$ cat config.mk
export PLATFORM = sky130hd
export DESIGN_NAME = ifu
export DESIGN_NICKNAME = d
export VERILOG_FILES = /design/src/rtl/core_pkg.sv /design/src/rtl/fetch_fifo.sv /design/src/rtl/ifu.sv
export SDC_FILE = /design/constraint.sdc
export NUM_CORES = 1
export LEC_CHECK = 0
export CAP_MARGIN = 20
export CORE_UTILIZATION = 54
export DETAILED_ROUTE_END_ITERATION = 10
export HOLD_SLACK_MARGIN = 0.08
export PLACE_DENSITY = 0.9
export SYNTH_ARGS = -nofsm -noshare
export SYNTH_HDL_FRONTEND = slang
export SYNTH_SLANG_ARGS = --single-unit
$ cat constraint.sdc
create_clock -name clk -period 10.8 [get_ports clk]
set_input_delay 3.24 -clock clk [delete_from_list [all_inputs] [get_ports clk]]
set_output_delay 3.24 -clock clk [all_outputs]
set_load 0.01 [all_outputs]
$ cat src/rtl/core_pkg.sv
// Shared types and constants for the instruction fetch unit.
package core_pkg;

  typedef enum logic [1:0] {
    FETCH_IDLE = 2'd0,
    FETCH_REQ  = 2'd1,
    FETCH_WAIT = 2'd2
  } fetch_state_t;

  localparam logic [31:0] RESET_PC_DEFAULT = 32'h0000_0000;

  typedef struct packed {
    logic [31:0] rdata;
    logic [31:0] pc;
  } fetch_entry_t;

  function automatic logic [31:0] align_word(input logic [31:0] addr);
    return addr & 32'hFFFF_FFFC;
  endfunction

endpackage

$ cat src/rtl/fetch_fifo.sv
// Fetch buffer: DEPTH x {rdata, pc} synchronous FIFO with a registered head,
// so the consumer never sees a combinational path from the write data.
module fetch_fifo
  import core_pkg::*;
#(
  parameter int DEPTH = 2
) (
  input  logic                       clk,
  input  logic                       rst,
  input  logic                       push,
  input  fetch_entry_t               push_data,
  input  logic                       pop,
  input  logic                       flush,
  output logic                       full,
  output logic                       empty,
  output logic [$clog2(DEPTH):0]     count,
  output logic                       head_valid,
  output fetch_entry_t               head_data
);

  localparam int AW = $clog2(DEPTH);
  localparam logic [AW:0] DEPTH_C = (AW + 1)'(DEPTH);

  fetch_entry_t   mem_r [DEPTH];
  logic [AW-1:0]  rd_ptr_r, wr_ptr_r, rd_ptr_n, wr_ptr_n;
  logic [AW:0]    count_r, count_n, count_kept_s;
  logic           rd_en_s, wr_en_s;
  logic           head_valid_r;
  fetch_entry_t   head_data_r, head_n_s;

  // Next pointers/count and the entry that becomes the head after this edge.
  always_comb begin
    rd_en_s      = pop && (count_r != '0) && !flush;
    wr_en_s      = push && !flush && ((count_r != DEPTH_C) || rd_en_s);
    count_kept_s = count_r - (AW + 1)'(rd_en_s);
    if (flush) begin
      rd_ptr_n = '0;
      wr_ptr_n = '0;
      count_n  = '0;
    end else begin
      rd_ptr_n = rd_ptr_r + AW'(rd_en_s);
      wr_ptr_n = wr_ptr_r + AW'(wr_en_s);
      count_n  = count_kept_s + (AW + 1)'(wr_en_s);
    end
    if (count_n == '0) begin
      head_n_s = '0;
    end else if (count_kept_s == '0) begin
      head_n_s = push_data;
    end else begin
      head_n_s = mem_r[rd_ptr_n];
    end
  end

  // Storage, pointers and registered head.
  always_ff @(posedge clk) begin
    if (rst) begin
      rd_ptr_r     <= '0;
      wr_ptr_r     <= '0;
      count_r      <= '0;
      head_valid_r <= 1'b0;
      head_data_r  <= '0;
      for (int i = 0; i < DEPTH; i++) mem_r[i] <= '0;
    end else begin
      rd_ptr_r     <= rd_ptr_n;
      wr_ptr_r     <= wr_ptr_n;
      count_r      <= count_n;
      head_valid_r <= (count_n != '0);
      head_data_r  <= head_n_s;
      if (wr_en_s) begin
        mem_r[wr_ptr_r] <= push_data;
      end
    end
  end

  assign full       = (count_r == DEPTH_C);
  assign empty      = (count_r == '0);
  assign count      = count_r;
  assign head_valid = head_valid_r;
  assign head_data  = head_data_r;

endmodule

$ cat src/rtl/ifu.sv
// Instruction fetch unit: PC, single-outstanding bus FSM, discard tracking
// for redirects, and the fetch buffer feeding decode.
module ifu
  import core_pkg::*;
#(
  parameter logic [31:0] RESET_PC   = RESET_PC_DEFAULT,
  parameter int          FIFO_DEPTH = 2
) (
  input  logic        clk,
  input  logic        rst,
  output logic        ibus_req,
  input  logic        ibus_gnt,
  output logic [31:0] ibus_addr,
  input  logic        ibus_rvalid,
  input  logic [31:0] ibus_rdata,
  input  logic        redirect_valid,
  input  logic [31:0] redirect_pc,
  input  logic        fetch_ready,
  output logic        fetch_valid,
  output logic [31:0] fetch_rdata,
  output logic [31:0] fetch_pc
);

  localparam int AW = $clog2(FIFO_DEPTH);
  localparam logic [AW:0] DEPTH_C = (AW + 1)'(FIFO_DEPTH);

  fetch_state_t state_r, state_n;
  logic [31:0]  pc_r, pc_n, addr_r, addr_n, tgt_s;
  logic         discard_r, discard_n, redir_pend_r, redir_pend_n, req_r;
  logic         push_s, pop_s, full_s, empty_s, head_valid_s, space_s;
  logic [AW:0]  count_s, count_after_s;
  fetch_entry_t push_data_s, head_data_s;

  assign push_data_s = '{rdata: ibus_rdata, pc: addr_r};

  fetch_fifo #(.DEPTH(FIFO_DEPTH)) u_fifo (
    .clk        (clk),
    .rst        (rst),
    .push       (push_s),
    .push_data  (push_data_s),
    .pop        (pop_s),
    .flush      (redirect_valid),
    .full       (full_s),
    .empty      (empty_s),
    .count      (count_s),
    .head_valid (head_valid_s),
    .head_data  (head_data_s)
  );

  // FSM next state; redirect overrides everything. addr_r keeps the address of
  // the live request, pc_r the next address to fetch.
  always_comb begin
    state_n       = state_r;
    pc_n          = pc_r;
    addr_n        = addr_r;
    discard_n     = discard_r;
    redir_pend_n  = redir_pend_r;
    tgt_s         = align_word(redirect_pc);
    push_s        = (state_r == FETCH_WAIT) && ibus_rvalid && !discard_r && !redirect_valid;
    pop_s         = !empty_s && fetch_ready && !redirect_valid;
    count_after_s = count_s + (AW + 1)'(push_s) - (AW + 1)'(pop_s);
    space_s       = (count_after_s < DEPTH_C);
    case (state_r)
      FETCH_IDLE: begin
        if (redirect_valid) begin
          pc_n    = tgt_s;
          addr_n  = tgt_s;
          state_n = FETCH_REQ;
        end else if (!full_s) begin
          addr_n  = pc_r;
          state_n = FETCH_REQ;
        end else begin
          state_n = FETCH_IDLE;
        end
      end
      FETCH_REQ: begin
        if (ibus_gnt) begin
          state_n = FETCH_WAIT;
          if (redirect_valid) begin
            discard_n    = 1'b1;
            redir_pend_n = 1'b0;
            pc_n         = tgt_s;
          end else if (redir_pend_r) begin
            discard_n    = 1'b1;
            redir_pend_n = 1'b0;
          end else begin
            pc_n = pc_r + 32'd4;
          end
        end else if (redirect_valid) begin
          pc_n         = tgt_s;
          redir_pend_n = 1'b1;
        end else begin
          state_n = FETCH_REQ;
        end
      end
      FETCH_WAIT: begin
        if (ibus_rvalid) begin
          discard_n = 1'b0;
          if (redirect_valid) begin
            pc_n    = tgt_s;
            addr_n  = tgt_s;
            state_n = FETCH_REQ;
          end else if (space_s) begin
            addr_n  = pc_r;
            state_n = FETCH_REQ;
          end else begin
            state_n = FETCH_IDLE;
          end
        end else if (redirect_valid) begin
          discard_n = 1'b1;
          pc_n      = tgt_s;
        end else begin
          state_n = FETCH_WAIT;
        end
      end
      default: begin
        state_n = FETCH_IDLE;
      end
    endcase
  end

  // State registers; ibus_req is registered from the next state.
  always_ff @(posedge clk) begin
    if (rst) begin
      state_r      <= FETCH_IDLE;
      pc_r         <= RESET_PC;
      addr_r       <= RESET_PC;
      discard_r    <= 1'b0;
      redir_pend_r <= 1'b0;
      req_r        <= 1'b0;
    end else begin
      state_r      <= state_n;
      pc_r         <= pc_n;
      addr_r       <= addr_n;
      discard_r    <= discard_n;
      redir_pend_r <= redir_pend_n;
      req_r        <= (state_n == FETCH_REQ);
    end
  end

  assign ibus_req    = req_r;
  assign ibus_addr   = addr_r;
  assign fetch_valid = head_valid_s;
  assign fetch_rdata = head_data_s.rdata;
  assign fetch_pc    = head_data_s.pc;

endmodule

# [After elaboration in Yosys (flattened, before gate mapping)]
# Memory sizes are Yosys's and may differ from the RTL's.
# Cells that the tools add are included.
[op_classes] addsub=7 magnitude_cmp=1 n_eq_ne=12 n_mux=38 n_reduce_logical=31
[ops] cell="2-to-1 mux 32 bit" count=9
[ops] cell="2-to-1 mux 64 bit" count=2
[ops] cell="one-hot mux 32 bit (2 select lines)" count=2
[ops] cell="OR reduction 64 bit" count=1
[ops] cell="adder 32 x 3 -> 32 bit, second input constant" count=1
[ops] cell="2-to-1 mux 1 bit" count=18
[ops] cell="inequality test 3 bit, second input constant" count=4
[ops] cell="nonzero test 2 bit" count=6
[ops] cell="2-to-1 mux 2 bit" count=5
[ops] cell="logical AND 1 bit" count=9
[ops] cell="zero test 2 bit" count=4
[ops] cell="AND reduction 4 bit" count=2
[ops] cell="inequality test 2 bit, second input constant" count=3
[ops] cell="one-hot mux 2 bit (3 select lines)" count=1
[ops] cell="OR reduction 2 bit" count=3
[ops] cell="adder 2 x 1 -> 2 bit" count=2
[ops] cell="equality test 2 x 1 -> 1 bit, second input constant" count=2
[ops] cell="equality test 2 bit, second input constant" count=2
[ops] cell="inequality test 4 bit, second input constant" count=1
[ops] cell="AND reduction 2 bit" count=2
[ops] cell="subtractor 2 x 1 -> 2 bit" count=2
[ops] cell="zero test 1 bit" count=3
[ops] cell="adder 1 bit" count=2
[ops] cell="less-than comparator 2 bit, second input constant" count=1
[ops] cell="2 further kinds" count=2
[totals] reg_bits=138 ram_bits=128 word_cells=102 n_memories=1
[memory_table] name="u_fifo.mem_r" words=2 word_bits=64 read_ports=1 rd_ports_with_merged_regs=0 write_ports=2 line_no="fetch_fifo.sv:24" rtl="fetch_entry_t mem_r [DEPTH];"

# [Longest topological paths before layout]
# Gate-level depths: netlist (run 1).
[depth] word_depth=13 depth_mapped=13 ltp_nobuf=9

# [Cells and area by module]
# From an unflattened synthesis (run 1), not the netlist that was laid out.
[unflattened] hier_cells=1114 hier_area_um2=11793.8
[modules_own_cells] mod="fetch_fifo" instances=1 cells_each=662 area_each_um2=8072.7 seq_area_each_um2=5225.0
[modules_own_cells] mod="ifu" instances=1 cells_each=452 area_each_um2=3721.1 seq_area_each_um2=1381.3

# [Worst setup path before layout (run 1)]
# OpenSTA, ideal clock, no wires.
[synth_path] kind="input to register" from="input redirect_valid" to="memory u_fifo.mem_r[0][0] (netlist name), enable pin" setup_ns=0.574 t_arrival_ns=8.315 required_time_ns=10.226 path_slack_ns=1.911 stages=2 path_cell_list="or4_4 o21ai_0"
[synth_lines] element="from (decl)" line_no="ifu.sv:16" rtl="input logic redirect_valid,"
[synth_lines] element="to (decl)" line_no="fetch_fifo.sv:24"

# [Final worst setup path (run 1)]
[layout_path] from="input ibus_rvalid" to="register u_fifo.head_data_r, in the netlist u_fifo.head_data[3]"
[layout_between] elab_chain_cells=9
[layout_lines] element="from (decl)" line_no="ifu.sv:14" rtl="input logic ibus_rvalid,"
[layout_lines] element="logical AND 1 bit (3 in series)" line_no="ifu.sv:59" rtl="push_s = (state_r == FETCH_WAIT) && ibus_rvalid && !discard_r && !redirect_valid;"
[layout_lines] element="logical AND 1 bit (2 in series)" line_no="fetch_fifo.sv:34" rtl="wr_en_s = push && !flush && ((count_r != DEPTH_C) || rd_en_s);"
[layout_lines] element="adder 2 x 1 -> 2 bit" line_no="fetch_fifo.sv:43" rtl="count_n = count_kept_s + (AW + 1)'(wr_en_s);"
[layout_lines] element="2-to-1 mux 2 bit" line_no="fetch_fifo.sv:36" rtl="if (flush) begin"
[layout_lines] element="zero test 2 bit" line_no="fetch_fifo.sv:45" rtl="if (count_n == '0) begin"
[layout_lines] element="OR reduction 2 bit (no source line)"
[layout_lines] element="to (signal assigned)" line_no="fetch_fifo.sv:68" rtl="head_data_r <= head_n_s;"
[layout_lines] element="to (decl)" line_no="fetch_fifo.sv:29" rtl="fetch_entry_t head_data_r, head_n_s;"
# No other way between the ends.
# A chain may end at the register's enable or synchronous reset.

==> results.cfg, run 1 <==
[timing]
rsz0062_at_grt = no
final-hold-violation-count = 0
clock-skew-final_ns = 0.00909
slew_viol_final = 0
final.min_clock_period_ns = 5.59
tns_ns = 0
finalHoldWorstSlack_ns = 0.490
fmax_mhz = 179
final_critical_path_setup_slack_ns = 5.21
timing.slew.headroom_pct = 30.1
setup_viol_count_final = 0
post-route-period-util_pct = 51.8
tightest_slew_ns = 1.05

[synth]
yosysWarnings = 0
syn-instance-count = 1037
synth.avg_cell_area_sq_um = 11.1
library_cell_with_the_largest_summed_area_after_synthesis = sky130_fd_sc_hd__edfxtp_1
postSynth.topFlopCell = sky130_fd_sc_hd__dfxtp_1
synth_top_area_share_pct = 33.4
synth.cell_area_sq_um = 11500
ys_seq_elements = 266
number_of_flops_mapped_to_enable_cells_by_yosys = 128
synth_area_leaders = sky130_fd_sc_hd__edfxtp_1, sky130_fd_sc_hd__dfxtp_1, sky130_fd_sc_hd__mux2i_1, sky130_fd_sc_hd__and2_1, sky130_fd_sc_hd__a21oi_1
number_of_distinct_library_cells_after_synthesis = 68
post-synth-top-count-cell = sky130_fd_sc_hd__dfxtp_1
synthTopCellsByCount = sky130_fd_sc_hd__dfxtp_1, sky130_fd_sc_hd__and2_1, sky130_fd_sc_hd__edfxtp_1
synth_seq_area_share_pct = 57.4
synthArstFlopShare_pct = 0
syn-num-nets = 1111

[route]
drt-pass1-iter-count = 4
num_vias = 8581
via_per_inst = 5.86
drc_errors = 0
drt_iter0_drc = 671
routed_wirelength_um = 28100
antenna_violating_nets_post_route = 0
avgRoutedWirePerCell_um = 19.2

[outcome]
status = finished, final reports clean

[floorplanning]
std_cell_rows = 53
design.die.area_sq_um = 21900
floorplan.initialDensity_pct = 55.0
io-pin-count = 168
core_box_area_sq_um = 21000
chipWidth_um = 148
die_height_um = 148

[final_layout]
fraction_of_final_layout_cells_with_drive_strength_greater_than_1_pct = 7.32
areaGrowthSynthToFinish_pct = 23.6
insertedDiodeCount = 0
final_nets = 1241

[critical_path]
cpPeakStageDelay_ns = 0.59
worstRegToRegCells = 9
critPathLaunchType = primary input
crit_type = primary input to flop
cells_traversed_along_the_worst_timing_path = clkdlybuf4s50_1 -> nand3b_4 -> or4_4 -> inv_2 -> ha_1 -> xnor2_1 -> o21a_2 -> buf_12 -> o21ai_0 -> a21oi_1
end_kind = flop
timing.critical_path.fanout_max = 35
crit_arrival_ns = 6.04
timing.critical_path.required_ns = 11.24
critPathSlowestCell = sky130_fd_sc_hd__clkdlybuf4s50_1

[cts]
post_cts_resized = 0
clock_latency_ns = 0.53
tritoncts.num_buffers = 28
post_cts_hold_buffer_count = 0
cts_sinks = 266
tritoncts = yes
cts_max_path_buffers = 3
clk_pin_slew_ns = 0.06
h-tree-depth = 1
clk_root_buffer_cell = sky130_fd_sc_hd__clkbuf_16
cts_post_setup_buffers_inserted = 0

[global_route]
global_route_wire_length_before_repair_um = 44400
gr_usage_total_pct = 25.4
antenna_found_initial = 0
maximum_number_of_pins_on_one_net_before_global_route_repair = 93
grt_pass1_vias = 8365
grt_remaining_overflow = 0

[worst_hold_path]
worst_hold_path_type = flop to flop
worst_hold_path.num_cells = 2

[job]
drv_cap = 0

[place]
pre_cts_slack_ns = 4.65
place_congestion = 0.901
dp.final_hpwl_um = 17300
placement.io_buffers = 165

[power_and_ir_drop]
fin_total_pwr_w = 0.00233
vdd_ir_drop_max_mv = 0.106
power_density_nw_per_um2 = 164
cellLeakagePower_nw = 5.09
## state kept, by name, summed over array words and instances, names as in the netlist, 2 cells and up
| name | flops |
|---|---|
| ibus_addr | 32 |
| u_fifo.count | 2 |
| pc_r | 32 |
| u_fifo.mem_r | 128 |
| state_r | 2 |
| u_fifo.head_data | 64 |
## logic make-up (layout without fill, tap and decap cells)
logic type               after synthesis  in the layout  synth area share, %
AO/OA/AOI/OAI                        298            298                 15.5
XOR/XNOR                               7              7                0.532
adder cells (fa/ha/maj)                4              4                0.435
buffers and inverters                 86            238                 3.94
flip-flops                           266            266                 57.4
multiplexers                          85             85                 7.39
AND/OR/NAND/NOR                      291            291                 14.9
## where the power goes
part,switching [W],total [W],internal [W],leakage [nW]
logic,0.0000918,0.000173,0.0000807,2.16
clock network,0.000405,0.00102,0.000620,0.479
registers,0.0000400,0.00114,0.00110,2.45
total,0.000537,0.00233,0.00180,5.09
## cell usage in the layout (no fill, tap or decap), types with 8 or more instances in the layout
master / Yosys / routed
sky130_fd_sc_hd__clkdlybuf4s50_1: 0 / 163
sky130_fd_sc_hd__and3_1: 9 / 8
sky130_fd_sc_hd__a21oi_1: 118 / 118
sky130_fd_sc_hd__and2_1: 131 / 131
sky130_fd_sc_hd__nor2_1: 34 / 34
sky130_fd_sc_hd__or3_1: 8 / 8
sky130_fd_sc_hd__nand4_1: 13 / 13
sky130_fd_sc_hd__dfxtp_1: 138 / 138
sky130_fd_sc_hd__edfxtp_1: 128 / 128
sky130_fd_sc_hd__nor3_1: 17 / 16
sky130_fd_sc_hd__clkbuf_16: 0 / 29
sky130_fd_sc_hd__a211oi_1: 29 / 29
sky130_fd_sc_hd__nand3_1: 15 / 15
sky130_fd_sc_hd__o21ai_0: 84 / 83
sky130_fd_sc_hd__nand2_1: 36 / 34
sky130_fd_sc_hd__mux2i_1: 85 / 85
sky130_fd_sc_hd__buf_4: 0 / 11
## final timing paths
| kind | slack, ns | to | startpoint |
|---|---|---|---|
| worst max-delay path | 5.21 | u_fifo.head_data[3] | ibus_rvalid |
| worst min-delay path | 0.49 | ibus_addr[1] | pc_r[1] |
| worst max register to register | 7.84 | u_fifo.head_data[3] | state_r[0] |
| worst min register to register | 0.49 | ibus_addr[1] | pc_r[1] |
## critical path: cells and delay by family
kind	cells	cell delay, ns
buf+inv	3	0.96
fa+ha+maj	1	0.17
xor+xnor	1	0.16
compound gates	3	0.90
simple gates	2	0.60
## area by class of cell
| class | instances | area, sq um |
|---|---|---|
| inverter | 8 | 30.0 |
| tap | 275 | 344 |
| clock inverter | 21 | 260 |
| clock buffer | 31 | 743 |
| sequential | 266 | 6610 |
| timing repair buffer | 178 | 1760 |
| multi-input combinational | 685 | 4490 |
| fill | 1578 | 6720 |
## routing by layer
metal	up-vias	GRT usage (%)	share of wire [%]
met1	4122	34.0	43
met4	0	7.27	2.1
met5	-	0	0
met3	43	3.44	6.6
li1	4095	-	-
met2	321	43.1	49
## through the flow
| step | instance area, sq um | util, % | cells |
|---|---|---|---|
| 2_1_floorplan | 11500 | - | 1037 |
| 3_3_place_gp | 13200 | 62.9 | 1409 |
| 3_5_place_dp | 13200 | 63.0 | 1410 |
| 4_1_cts | 14200 | 67.8 | 1462 |
| 5_1_grt | 14200 | 67.9 | 1464 |
| 6_report | 14200 | 67.9 | 1464 |
No activity file was read; power rests on OpenSTA's default activity.
==> run 2: changes to the inputs <==
--- a/config.mk
+++ b/config.mk
@@ -6,10 +6,10 @@
 export NUM_CORES = 1
 export LEC_CHECK = 0
 export CAP_MARGIN = 20
-export CORE_UTILIZATION = 54
+export CORE_UTILIZATION = 49
 export DETAILED_ROUTE_END_ITERATION = 10
 export HOLD_SLACK_MARGIN = 0.08
-export PLACE_DENSITY = 0.9
+export PLACE_DENSITY = 0.87
 export SYNTH_ARGS = -nofsm -noshare
 export SYNTH_HDL_FRONTEND = slang
 export SYNTH_SLANG_ARGS = --single-unit
==> constraint.sdc (replaced) <==
create_clock -name clk -period 4.55 [get_ports clk]
set_input_delay 1.365 -clock clk [delete_from_list [all_inputs] [get_ports clk]]
set_output_delay 1.365 -clock clk [all_outputs]
set_load 0.01 [all_outputs]
==> results.cfg, run 2 (same netlist as run 1, synthesis figures left out) <==
[outcome]
status = finished, final reports clean

[cts]
clk_pin_slew_ns = 0.06
clk_root_buffer_cell = sky130_fd_sc_hd__clkbuf_16
cts_sinks = 266
post_cts_resized = 0
clock_latency_ns = 0.52
h-tree-depth = 1
post_cts_hold_buffer_count = 0
cts_max_path_buffers = 3
tritoncts = yes
tritoncts.num_buffers = 27
cts_post_setup_buffers_inserted = 0

[power_and_ir_drop]
power_density_nw_per_um2 = 371
cellLeakagePower_nw = 5.09
vdd_ir_drop_max_mv = 0.242

[global_route]
grt_remaining_overflow = 0
met3_usage_pct = 2.95
grt_pass1_vias = 8260
globalRoute.busiestLayer = met2
global_route_wire_length_before_repair_um = 44100
maximum_number_of_pins_on_one_net_before_global_route_repair = 65
antenna_found_initial = 0
met1_usage_pct = 31.0
gr-usage-met2_pct = 38.7
gr_usage_total_pct = 22.8

[timing]
timing.slew.headroom_pct = 38.1
setup_viol_count_final = 0
rsz0062_at_grt = no
tns_ns = 0
final-hold-violation-count = 0
post-route-period-util_pct = 77.8
clock-skew-final_ns = 0.0154
tightest_slew_ns = 0.922
final.min_clock_period_ns = 3.54
final_critical_path_setup_slack_ns = 1.01
fmax_mhz = 283
slew_viol_final = 0

[final_layout]
final_nets = 1248
fraction_of_final_layout_cells_with_drive_strength_greater_than_1_pct = 7.20
num-fill-cells = 1861
mostFrequentLayoutCell = sky130_fd_sc_hd__clkdlybuf4s50_1
areaGrowthSynthToFinish_pct = 24.0
max_flop_register = u_fifo.mem_r
layout.cells.most_common_list = sky130_fd_sc_hd__clkdlybuf4s50_1, sky130_fd_sc_hd__dfxtp_1, sky130_fd_sc_hd__and2_1
number_of_flip_flops_in_the_largest_register = 128
insertedDiodeCount = 0

[route]
avgRoutedWirePerCell_um = 18.3
antenna_violating_nets_post_route = 0
routed_wirelength_um = 27600
num_vias = 8550
drc_errors = 0
via_per_inst = 5.67
drt_iter0_drc = 594
drt-pass1-iter-count = 5

[critical_path]
critical_path.top_delay_family = buffers and inverters
reg2reg_slack_ns = 1.81
critPathLaunchType = primary input
cp_num_buf_inv = 3
timing.critical_path.fanout_max = 28
critPathSlowestCell = sky130_fd_sc_hd__clkdlybuf4s50_1
end_kind = flop
timing.critical_path.required_ns = 4.98
crit_arrival_ns = 3.97
cpPeakStageDelay_ns = 0.60
cells_traversed_along_the_worst_timing_path = clkdlybuf4s50_1 -> nand3b_4 -> or4_4 -> inv_2 -> ha_1 -> xnor2_1 -> o21a_2 -> buf_12 -> o21ai_0 -> a21oi_1
crit_type = primary input to flop

[floorplanning]
chipWidth_um = 155
floorplan.initialDensity_pct = 50.4
die_height_um = 155
design.die.area_sq_um = 24100
std_cell_rows = 55
core_box_area_sq_um = 22800
io-pin-count = 168

[place]
dp.final_hpwl_um = 17900
place_congestion = 0.892
placement.io_buffers = 165
pre_cts_slack_ns = 0.565

[worst_hold_path]
worst_hold_path_type = flop to flop

[job]
drv_cap = 0
## run 2: changes by cell type in the layout (fill, tap and decap cells not counted), moves of 4 or more
cell                       delta
sky130_fd_sc_hd__buf_12       +5
sky130_fd_sc_hd__buf_4        +4
sky130_fd_sc_hd__clkbuf_1     +7
sky130_fd_sc_hd__clkbuf_8     +5
sky130_fd_sc_hd__clkinv_4     -4
## run 2: final cells by class
class,instances,area (sq um),area share [%]
inverters,8,30.0,0.210
multi-input cells,685,4490,31.5
repair buffers,186,1870,13.1
well taps,313,392,2.74
flip-flops and latches,266,6610,46.3
clock buffers,41,788,5.52
clock inverters,8,95.1,0.666
## run 2: per-layer routing
layer,wire (um),vias up
li1,-,4112
met1,12100,4107
met2,13500,297
met3,1680,34
met4,439,0
met5,0,-
## run 2: final timing paths
kind	start	endpoint	cells past startpoint
min	pc_r[0]	pc_r[0]	1
max reg2reg	state_r[1]	u_fifo.head_data[50]	9
min reg2reg	pc_r[0]	pc_r[0]	1
max	ibus_rvalid	u_fifo.head_data[50]	10
## run 2: metrics by stage
| step | power, W | utilization [%] | area [sq um] | instances | hold WS, ns |
|---|---|---|---|---|---|
| final | 0.00530 | 62.5 | 14300 | 1507 | 0.495 |
| after global routing | 0.00547 | 62.5 | 14300 | 1507 | 0.505 |
| after CTS | 0.00533 | 62.5 | 14300 | 1507 | 0.494 |
| after detailed placement | 0.00315 | 58.6 | 13400 | 1458 | 0.481 |
| after global placement | 0.00314 | 58.6 | 13400 | 1458 | 0.465 |
| after floorplan | 0.00293 | - | 11500 | 1037 | 0.446 |
## run 2: power by group
group / internal, W / switching [W]
logic: 0.000197 / 0.000214
clock network: 0.00130 / 0.000889
registers: 0.00260 / 0.0000941
total: 0.00410 / 0.00120
==> run 3: changes to the inputs <==
--- a/config.mk
+++ b/config.mk
@@ -6,10 +6,10 @@
 export NUM_CORES = 1
 export LEC_CHECK = 0
 export CAP_MARGIN = 20
-export CORE_UTILIZATION = 49
+export CORE_UTILIZATION = 54
 export DETAILED_ROUTE_END_ITERATION = 10
 export HOLD_SLACK_MARGIN = 0.08
-export PLACE_DENSITY = 0.87
+export PLACE_DENSITY = 0.9
 export SYNTH_ARGS = -nofsm -noshare
 export SYNTH_HDL_FRONTEND = slang
 export SYNTH_SLANG_ARGS = --single-unit
==> constraint.sdc (replaced) <==
create_clock -name clk -period 3.6 [get_ports clk]
set_input_delay 1.08 -clock clk [delete_from_list [all_inputs] [get_ports clk]]
set_output_delay 1.08 -clock clk [all_outputs]
set_load 0.01 [all_outputs]
==> results.cfg, run 3 (same netlist as run 1, synthesis figures left out) <==
[critical_path]
timing.critical_path.required_ns = 4.05
timing.critical_path.fanout_max = 16
cpPeakStageDelay_ns = 0.54
crit_arrival_ns = 3.40
cells_traversed_along_the_worst_timing_path = clkdlybuf4s50_1 -> nor2_1 -> or4_4 -> inv_2 -> ha_1 -> xnor2_1 -> o21a_2 -> buf_4 -> o21ai_0 -> a21oi_1
critical_path.reg2reg.startpoint = u_fifo.count[0]
cp_num_buf_inv = 3
cp-startpoint = fetch_ready
critPathLaunchType = primary input
critPathSlowestCell = sky130_fd_sc_hd__or4_4
critical_path.top_delay_family = buffers and inverters
crit_type = primary input to flop
end_kind = flop

[final_layout]
insertedDiodeCount = 0
post_layout_inst_area_sq_um = 14400
layout.cells.most_common_list = sky130_fd_sc_hd__clkdlybuf4s50_1, sky130_fd_sc_hd__dfxtp_1, sky130_fd_sc_hd__and2_1
mostFrequentLayoutCell = sky130_fd_sc_hd__clkdlybuf4s50_1
multi_input_comb_area_sq_um = 4490
areaGrowthSynthToFinish_pct = 25.2
sequential_cell_area_sq_um = 6610
final_nets = 1268
fraction_of_final_layout_cells_with_drive_strength_greater_than_1_pct = 8.81
max_flop_register = u_fifo.mem_r
number_of_flip_flops_in_the_largest_register = 128
num-fill-cells = 1558
final_cell_count_no_fill = 1490

[cts]
clock_latency_ns = 0.53
post_cts_hold_buffer_count = 0
clk_root_buffer_cell = sky130_fd_sc_hd__clkbuf_16
cts_sinks = 266
post_cts_resized = 0
cts_post_setup_buffers_inserted = 0
h-tree-depth = 1
clk_pin_slew_ns = 0.06
tritoncts = yes
tritoncts.num_buffers = 27
cts_max_path_buffers = 3

[timing]
tns_ns = 0
setup_viol_count_final = 0
slew_viol_final = 0
clock-skew-final_ns = 0.00981
tightest_slew_ns = 0.825
fmax_mhz = 340
final-hold-violation-count = 0
timing.slew.headroom_pct = 45.0
rsz0062_at_grt = no
final.min_clock_period_ns = 2.94
post-route-period-util_pct = 81.8

[power_and_ir_drop]
cellLeakagePower_nw = 5.20
fin_total_pwr_w = 0.00673
vdd_ir_drop_max_mv = 0.362
power_density_nw_per_um2 = 467

[route]
drc_errors = 0
routed_wirelength_um = 29200
antenna_violating_nets_post_route = 0
via_per_inst = 5.88
drt-pass1-iter-count = 5
drt_iter0_drc = 656
num_vias = 8763
avgRoutedWirePerCell_um = 19.6

[global_route]
gr_usage_total_pct = 26.4
met3_usage_pct = 3.04
maximum_number_of_pins_on_one_net_before_global_route_repair = 65
grt_pass1_vias = 8690
antenna_found_initial = 0
grt_remaining_overflow = 0
met1_usage_pct = 35.8
globalRoute.busiestLayer = met2
gr-usage-met2_pct = 45.2
global_route_wire_length_before_repair_um = 45700

[place]
placed_cells = 1440
dp.final_hpwl_um = 18900
postPlaceCellArea_sq_um = 13500
placement.io_buffers = 165
place_congestion = 0.933

[floorplanning]
io-pin-count = 168
floorplan.initialDensity_pct = 55.0
die_height_um = 148
chipWidth_um = 148
std_cell_rows = 53
design.die.area_sq_um = 21900
core_box_area_sq_um = 21000

[job]
drv_cap = 0

[worst_hold_path]
hold_path_startpoint = pc_r[1]
worst_hold_path_type = flop to flop

[outcome]
status = finished, final reports clean
[run 3: changes by cell type in the layout (fill, tap and decap cells not counted), sizes merged]
cell / change
clkinvlp: -1
clkbuf: -5
clkinv: +5
inv: +2
buf: +20
[run 3: where the power goes]
group          internal [W]  total, W  switching (W)  leakage, nW
Sequential          0.00329   0.00340       0.000116         2.45
Clock               0.00161   0.00278        0.00117        0.435
Combinational      0.000261  0.000547       0.000286         2.32
Total               0.00516   0.00673        0.00157         5.20
[run 3: worst paths after layout]
kind,to,slack [ns],depth (start not counted)
worst min-delay path,ibus_addr[1],0.47,2
worst max-delay path,u_fifo.head_data[25],0.66,10
worst max register to register,u_fifo.head_data[25],1.23,10
worst min register to register,ibus_addr[1],0.47,2
[run 3: layout make-up]
cell class	instances	area share (%)
Timing Repair Buffer	206	14.3
Tap cell	275	2.39
Sequential cell	266	45.8
Clock inverter	14	0.920
Clock buffer	36	5.20
Inverter	8	0.208
Multi-Input combinational cell	685	31.2
[run 3: tightest hold or removal path, stage by stage (launching register included)]
cell and delay, ns:
sky130_fd_sc_hd__dfxtp_1 0.31, sky130_fd_sc_hd__nand4_1 0.06, sky130_fd_sc_hd__a21oi_1 0.06
[run 3: layer usage]
layer,share of wire [%],vias to the layer above,routed length (um)
met5,0,-,0
li1,-,4135,-
met1,42,4271,12300
met2,50,319,14500
met4,1.6,0,478
met3,6.5,38,1880
[run 3: stage by stage]
step / hold slack (ns) / util, % / worst slack [ns]
after global routing: 0.505 / 68.8 / 0.572
after detailed placement: 0.470 / 64.6 / 0.157
after global placement: 0.463 / 64.6 / 0.236
after CTS: 0.472 / 68.8 / 0.639
final: 0.474 / 68.8 / 0.655
after floorplan: 0.446 / - / 0.0171
